`src/rtl/accum_loop_pkg.sv`:
```
// Shared types, default constants and the wrapped add/sub step function for the
// alternating accumulate sequencer.
package accum_loop_pkg;

   localparam int unsigned DEF_W      = 8;
   localparam int unsigned DEF_COUNT  = 4;
   localparam int unsigned DEF_INIT   = 1;
   localparam int unsigned DEF_OFFSET = 17;

   typedef enum logic [1:0] {
      IDLE,
      RUN,
      DONE
   } state_e;

   // Evaluated at 64 bits; callers truncate to W, which is exact because
   // modular add/sub never carries information downward (W <= 64).
   function automatic logic [63:0] step_op(input logic [63:0] acc,
                                           input logic [63:0] a,
                                           input logic [63:0] b,
                                           input logic        odd);
      logic [63:0] term;
      term    = odd ? (a - b) : (a + b);
      step_op = acc + term;
   endfunction

endpackage

```
`src/rtl/accum_loop_step.sv`:
```
// Combinational accumulate step: acc + (a+b) on even steps, acc + (a-b) on odd
// steps, all modulo 2^W.
module accum_loop_step
   import accum_loop_pkg::*;
#(
   parameter int unsigned W = DEF_W
) (
   input  logic [W-1:0] acc,
   input  logic [W-1:0] a,
   input  logic [W-1:0] b,
   input  logic         odd,
   output logic [W-1:0] acc_next
);

   assign acc_next = W'(step_op(64'(acc), 64'(a), 64'(b), odd));

endmodule

```
`src/rtl/accum_loop_ctrl.sv`:
```
// Multi-cycle alternating add/sub accumulate sequencer with valid/ready ports.
// Define ACCUM_LOOP_PERSIST_EN to carry the accumulator across transactions.
module accum_loop_ctrl
   import accum_loop_pkg::*;
#(
   parameter int unsigned W      = DEF_W,
   parameter int unsigned COUNT  = DEF_COUNT,
   parameter int unsigned INIT   = DEF_INIT,
   parameter int unsigned OFFSET = DEF_OFFSET
) (
   input  logic         clk,
   input  logic         rst_n,
   input  logic         in_valid,
   output logic         in_ready,
   input  logic [W-1:0] a,
   input  logic [W-1:0] b,
   output logic         out_valid,
   input  logic         out_ready,
   output logic [W-1:0] xout,
   output logic         busy
);

   localparam int unsigned KW = $clog2(COUNT + 1);

   state_e        state_q, state_d;
   logic [W-1:0]  acc_q, acc_d;
   logic [W-1:0]  a_q, a_d;
   logic [W-1:0]  b_q, b_d;
   logic [KW-1:0] k_q, k_d;
   logic [W-1:0]  xout_q, xout_d;
   logic          out_valid_q, out_valid_d;
   logic [W-1:0]  acc_next;

   accum_loop_step #(
      .W (W)
   ) u_step (
      .acc      (acc_q),
      .a        (a_q),
      .b        (b_q),
      .odd      (k_q[0]),
      .acc_next (acc_next)
   );

   always_comb begin
      state_d     = state_q;
      acc_d       = acc_q;
      a_d         = a_q;
      b_d         = b_q;
      k_d         = k_q;
      xout_d      = xout_q;
      out_valid_d = out_valid_q;
      unique case (state_q)
         IDLE: begin
            if (in_valid) begin
               a_d     = a;
               b_d     = b;
               k_d     = '0;
`ifndef ACCUM_LOOP_PERSIST_EN
               acc_d   = W'(INIT);
`endif
               state_d = RUN;
            end
         end
         RUN: begin
            acc_d = acc_next;
            k_d   = k_q + KW'(1);
            if (k_q == KW'(COUNT - 1)) begin
               xout_d      = acc_next - W'(OFFSET);
               out_valid_d = 1'b1;
               state_d     = DONE;
            end
         end
         DONE: begin
            if (out_ready) begin
               out_valid_d = 1'b0;
               state_d     = IDLE;
            end
         end
         default: state_d = IDLE;
      endcase
   end

   always_ff @(posedge clk) begin
      if (!rst_n) begin
         state_q     <= IDLE;
         acc_q       <= W'(INIT);
         a_q         <= '0;
         b_q         <= '0;
         k_q         <= '0;
         xout_q      <= '0;
         out_valid_q <= 1'b0;
      end else begin
         state_q     <= state_d;
         acc_q       <= acc_d;
         a_q         <= a_d;
         b_q         <= b_d;
         k_q         <= k_d;
         xout_q      <= xout_d;
         out_valid_q <= out_valid_d;
      end
   end

   // Handshake input is held off while reset is asserted.
   assign in_ready  = (state_q == IDLE) && rst_n;
   assign busy      = (state_q != IDLE);
   assign out_valid = out_valid_q;
   assign xout      = xout_q;

endmodule
```
`config.mk`:
```
export PLATFORM = sky130hd
export DESIGN_NAME = accum_loop_ctrl
export DESIGN_NICKNAME = d
export VERILOG_FILES = /design/src/rtl/accum_loop_pkg.sv /design/src/rtl/accum_loop_step.sv /design/src/rtl/accum_loop_ctrl.sv
export SDC_FILE = /design/constraint.sdc
export NUM_CORES = 1
export LEC_CHECK = 0
export ABC_AREA = 0
export BUFFER_PORTS_ARGS = -buffer_cell sky130_fd_sc_hd__buf_2
export CAP_MARGIN = 20
export CELL_PAD_IN_SITES_DETAIL_PLACEMENT = 1
export CELL_PAD_IN_SITES_GLOBAL_PLACEMENT = 1
export CORE_UTILIZATION = 34
export CTS_BUF_LIST = sky130_fd_sc_hd__clkbuf_4
export CTS_CLUSTER_SIZE = 40
export DETAILED_ROUTE_END_ITERATION = 10
export PLACE_DENSITY = 0.74
export SYNTH_ARGS = -nofsm -noshare
export SYNTH_HDL_FRONTEND = slang
export SYNTH_SLANG_ARGS = --single-unit
```
`constraint.sdc`:
```
create_clock -name clk -period 4.27 [get_ports clk]
set_input_delay 0.854 -clock clk [delete_from_list [all_inputs] [get_ports clk]]
set_output_delay 0.854 -clock clk [all_outputs]
set_load 0.02 [all_outputs]
```
# == Yosys cells after proc, flatten, opt, wreduce, memory -nomap -nowiden ==
# Index checks and enable logic that the tools add are counted.
# classes
magnitude_cmp,0
bitwise_logic,0
n_eq_ne,6
multipliers,0
reduce_logical,10
div_mod_pow,0
n_mux,12
n_addsub,5
shifts,0
# ops
cell,count
$add 8x8->8,2
$mux 8,2
$pmux 8 s2,1
$sub 8x5->8 const B,1
$sub 8x8->8,1
$mux 2,3
$ne 2x2->1 const B,3
$pmux 2 s3,1
$pmux 3 s2,1
$reduce_and 2->1,3
$reduce_and 3->1,2
$reduce_bool 2->1,3
$add 3x1->3 const B,1
$eq 3x2->1 const B,1
$mux 3,1
$eq 2x1->1 const B,1
$eq 2x2->1 const B,1
$logic_not 2->1,1
$mux 1,2
$pmux 1 s2,1
$logic_and 1x1->1,1
# word_totals
inputBits,20
wordCells,40
mem_bits_rw,0
rom_bits,0
latch_bits,0
n_memories,0
output_inout_bits,11
reg_bits,38

# == Depth between registers and ports, before layout ==
# depth
word_depth,4
mapped_depth,17
ltp_nobuf,17

# == Cells and area by module ==
# From an unflattened synthesis, not the netlist that was laid out.
# hier_totals
hier_cells,274
area_unflattened_um2,2212.1
# by_module_without_submodules
mod,seq_area_each_um2,n_inst,cells_each,area_per_inst_um2
accum_loop_ctrl,760.7,1,178,1497.7
accum_loop_step,0.0,1,96,714.4

# == Worst setup path before layout ==
# OpenSTA, ideal clock, no wires.
# synth_timing
kind,flip-flop to flip-flop
start,register b_q[0]
end,register xout_q[7] (netlist: xout[7])
setup_ps,70
setup_slack_ps,958
path_buffers,0
stages_incl_launch_ff,18
t_arrival_ps,3242
synth_period_minus_slack_ps,3312
path_cell_list,dfxtp_1 > inv_1 > ha_1 > mux2i_1 > ha_1 > nor2b_1 > o21a_1 > o21ai_0 > nand2b_1 > a21oi_1 > xnor2_1 > ha_1 > nor2_1 > nor3_1 > a21oi_1 > xnor3_1 > xor2_1 > a21oi_1
# synth_between
elab_chain_len,4
# synth_lines
element,line,source
from (decl),accum_loop_ctrl.sv:28,"logic [W-1:0] b_q, b_d;"
from (signal assigned),accum_loop_ctrl.sv:88,b_q <= '0;
from (signal assigned),accum_loop_ctrl.sv:96,b_q <= b_d;
$add 8x8->8 or $sub 8x8->8 (tied branches),accum_loop_pkg.sv:23,term = odd ? (a - b) : (a + b);
$mux 8 (*),accum_loop_pkg.sv:23,
$add 8x8->8 (*),accum_loop_pkg.sv:24,step_op = acc + term;
$sub 8x5->8 (*),accum_loop_ctrl.sv:68,xout_d = acc_next - W'(OFFSET);
to (signal assigned),accum_loop_ctrl.sv:98,xout_q <= xout_d;
to (decl),accum_loop_ctrl.sv:30,"logic [W-1:0] xout_q, xout_d;"
# Every way passes the cells marked *; elsewhere a longest branch is shown, timed or not.
# A chain may end at the register's enable or synchronous reset.

# == Worst setup path after layout ==
# layout_timing
start,register b_q[0]
end,register xout_q[6] (netlist: xout[6])
# The elaborated chain is that of the path after synthesis.

==> flow_metrics.env <==
export IMPL_yosysWarnings=0
export IMPL_boundaryPins=31
export IMPL_coreArea_um2=6350
export IMPL_die_height_um=83.16
export IMPL_synth_top_family_by_area="simple AND/OR/NAND/NOR gates"
export IMPL_clock_sinks=38
export IMPL_syn_to_final_growth_pct=11.12
export IMPL_slew_headroom_pct=38.50
export IMPL_numCtsBuffers=5
export IMPL_dr_first_iter_drc_count=60
export IMPL_hold_viol_final=0
export IMPL_worst_setup_path_start_kind="flip-flop"
export IMPL_drt_pre_antenna_iters=4
export IMPL_irDropWorstVdd_v=0.0001807
export IMPL_antenna_left=0
export IMPL_hold_path_class="reg2reg"
export IMPL_cts_hold_buf=0
export IMPL_setup_violations=0
export IMPL_end_kind="flip-flop"
export IMPL_gp_congestion=0.7882
export IMPL_start_util_pct=35.27
export IMPL_post_cts_buffers=0
export IMPL_grt_pass1_wl_um=8914
export IMPL_clkTransAtPathRegs_ns=0.11
export IMPL_avgSynthCellArea_um2=7.970
export IMPL_worst_path_max_delay_cell="dfxtp_1"
export IMPL_crit_buf_inv=1
export IMPL_p_leak_nw=1.039
export IMPL_synthMuxAreaShare_pct=0.8939
export IMPL_min_period_ns=3.726
export IMPL_worst_clock_skew_ns=0.007336
export IMPL_ys_ff_latch=38
export IMPL_most_common_layout_cells="nand2_1 (39), dfxtp_1 (38), a21oi_1 (37), nor2_1 (32), buf_2 (30)"
export IMPL_synth_nets=321
export IMPL_cts_tree="built"
export IMPL_yosysSeqAreaShare_pct=33.97
export IMPL_grtUsageTotal_pct=15.88
export IMPL_seqCellArea_um2=760.7
export IMPL_synth_top_flop_cell="dfxtp_1"
export IMPL_grt_pass1_vias=1973
export IMPL_final_common_cell="nand2_1"
export IMPL_root_buffer="clkbuf_4"
export IMPL_multiInputGateArea_um2=1376
export IMPL_synth_fa_ha_area_share_pct=11.84
export IMPL_placementRows=29
export IMPL_critPathArrivalTime_ns=4.01
export IMPL_syn_cell_area_um2=2240
export IMPL_finalCritPeriodShare_pct=87.27
export IMPL_clkLatencyLatePin_ns=0.35
export IMPL_synth_compound_area_share_pct=18.55
export IMPL_synth_edf_count=0
export IMPL_fp_dieArea_um2=6916
export IMPL_drc=0
export IMPL_antenna_found_initial=0
export IMPL_cp_max_fo=6
export IMPL_worstPathCellList="inv_1 -> ha_1 -> mux2i_1 -> ha_1 -> nor2b_1 -> o21a_1 -> o21ai_0 -> nand2b_1 -> a21oi_1 -> xnor2_1 -> ha_1 -> nor2b_1 -> a221oi_1 -> and3_1 -> nand2_1 -> xnor2_1 -> a211oi_2"
export IMPL_die_w_um=83.16
export IMPL_synthArstFlopShare_pct=0
export IMPL_htreeDepth=2
export IMPL_status="finished, final reports clean"
export IMPL_grt_ovfl_total=0
export IMPL_via_per_inst=5.102
export IMPL_nFillCells=789
export IMPL_rsz0062_at_grt="false"
export IMPL_drt_total_wl_um=5114
export IMPL_diodes=0
export IMPL_cap_violations=0
export IMPL_cts_resized=0
export IMPL_power_density_nw_per_um2=495.8
export IMPL_drive_gt1_share_pct=13.40
export IMPL_post_drt_wl_per_cell_um=13.35
export IMPL_fin_tns_setup_ns=0
export IMPL_drv_slew=0
export IMPL_cts_path_max_buffers=2
export IMPL_num_vias=1954
export IMPL_netlist_instances=281
export IMPL_crit_required_ns=4.55
export IMPL_grt_max_degree=36
export IMPL_cp_top_family="compound AO/OA/AOI/OAI gates"
export IMPL_synth_xor_area_share_pct=8.436
export IMPL_yosys_area_share_simple_pct=21.73
export IMPL_crit_type="reg2reg"
export IMPL_max_freq_mhz=268.4
export IMPL_hpwl_um=3844
export IMPL_port_buffers=30
export IMPL_finalNetCount=347
export IMPL_synthDistinctLibCells=41
export IMPL_tightest_slew_ns=0.9203
export IMPL_power_mw=1.234
export IMPL_cp_common_cell="ha_1"
export IMPL_cp_slowest_stage_delay_ns=0.41
layer usage:
metal,vias to the layer above,part of all wire [%],wire length (um),GRT usage [%]
li1,1002,-,-,-
met1,923,46,2358,19.04
met2,22,50,2560,27.94
met3,7,2.1,106,3.280
met4,0,1.7,89,5.643
met5,-,0,0,0
layout make-up:
class | instances | area share [%]
clock buffers | 5 | 1.508
clock inverters | 1 | 0.1508
inverters | 15 | 2.262
multi-input cells | 216 | 55.30
flip-flops and latches | 38 | 30.57
well taps | 77 | 3.871
repair buffers | 31 | 6.335
worst paths after layout:
kind                from       to  slack, ns  cells after the start
setup reg to reg  b_q[0]  xout[6]       0.54                     17
hold / removal    a_q[5]   a_q[5]       0.47                      2
setup / recovery  b_q[0]  xout[6]       0.54                     17
hold reg to reg   a_q[5]   a_q[5]       0.47                      2
synth_stat cells, drive strengths merged, types with 2 or more instances:
cell | count | area (um2)
nor3 | 5 | 30.03
nand2b | 7 | 43.79
o21ai | 10 | 50.04
o21a | 2 | 15.01
mux2i | 2 | 20.02
nor2 | 32 | 120.1
nand3 | 8 | 40.04
a31oi | 7 | 43.79
inv | 14 | 52.55
a211oi | 4 | 35.03
nor3b | 2 | 15.01
nor2b | 5 | 38.78
clkbuf | 11 | 41.29
a2111oi | 2 | 36.29
a21o | 2 | 15.01
nand2 | 39 | 146.4
fa | 2 | 40.04
and2 | 2 | 12.51
xor2 | 4 | 35.03
dfxtp | 38 | 760.7
a21oi | 37 | 185.2
ha | 18 | 225.2
xnor2 | 15 | 131.4
state kept, by name (all words and copies together), names as in the netlist:
signal     count
k_q            3
a_q            8
xout           8
state_q        2
b_q            8
acc_q          8
out_valid      1
per-stage QoR:
step	instance area [um2]	std cells	hold slack, ns	worst slack (ns)	utilization [%]
floorplan	2240	281	0.4363	0.9582	-
global placement	2447	377	0.4454	0.7607	38.54
detailed placement	2447	377	0.4633	0.5739	38.54
CTS	2489	383	0.4808	0.5398	39.19
global route	2489	383	0.5069	0.2636	39.19
finish	2489	383	0.4731	0.5437	39.19
power breakdown:
| group | switching [mW] | internal, mW | total (mW) | leakage (nW) |
|---|---|---|---|---|
| Clock | 0.121 | 0.0564 | 0.177 | 0.0246 |
| Combinational | 0.362 | 0.293 | 0.655 | 0.704 |
| Sequential | 0.0215 | 0.380 | 0.402 | 0.310 |
logic make-up (layout without fill, tap and decap cells):
family,Yosys count,in the layout
adder cells (fa/ha/maj),20,20
AO/OA/AOI/OAI,68,68
buffers and inverters,27,52
flip-flops,38,38
AND/OR/NAND/NOR,106,106
XOR/XNOR,20,20
multiplexers,2,2
worst register-to-register path, cell delays in order, from the launching register on:
cell	delay [ns]
dfxtp_1	0.41
inv_1	0.06
ha_1	0.29
mux2i_1	0.26
ha_1	0.29
nor2b_1	0.13
o21a_1	0.18
o21ai_0	0.22
nand2b_1	0.09
a21oi_1	0.17
xnor2_1	0.08
ha_1	0.38
nor2b_1	0.09
a221oi_1	0.27
and3_1	0.28
nand2_1	0.09
xnor2_1	0.14
a211oi_2	0.21
Power figures use the tool's default switching activity.
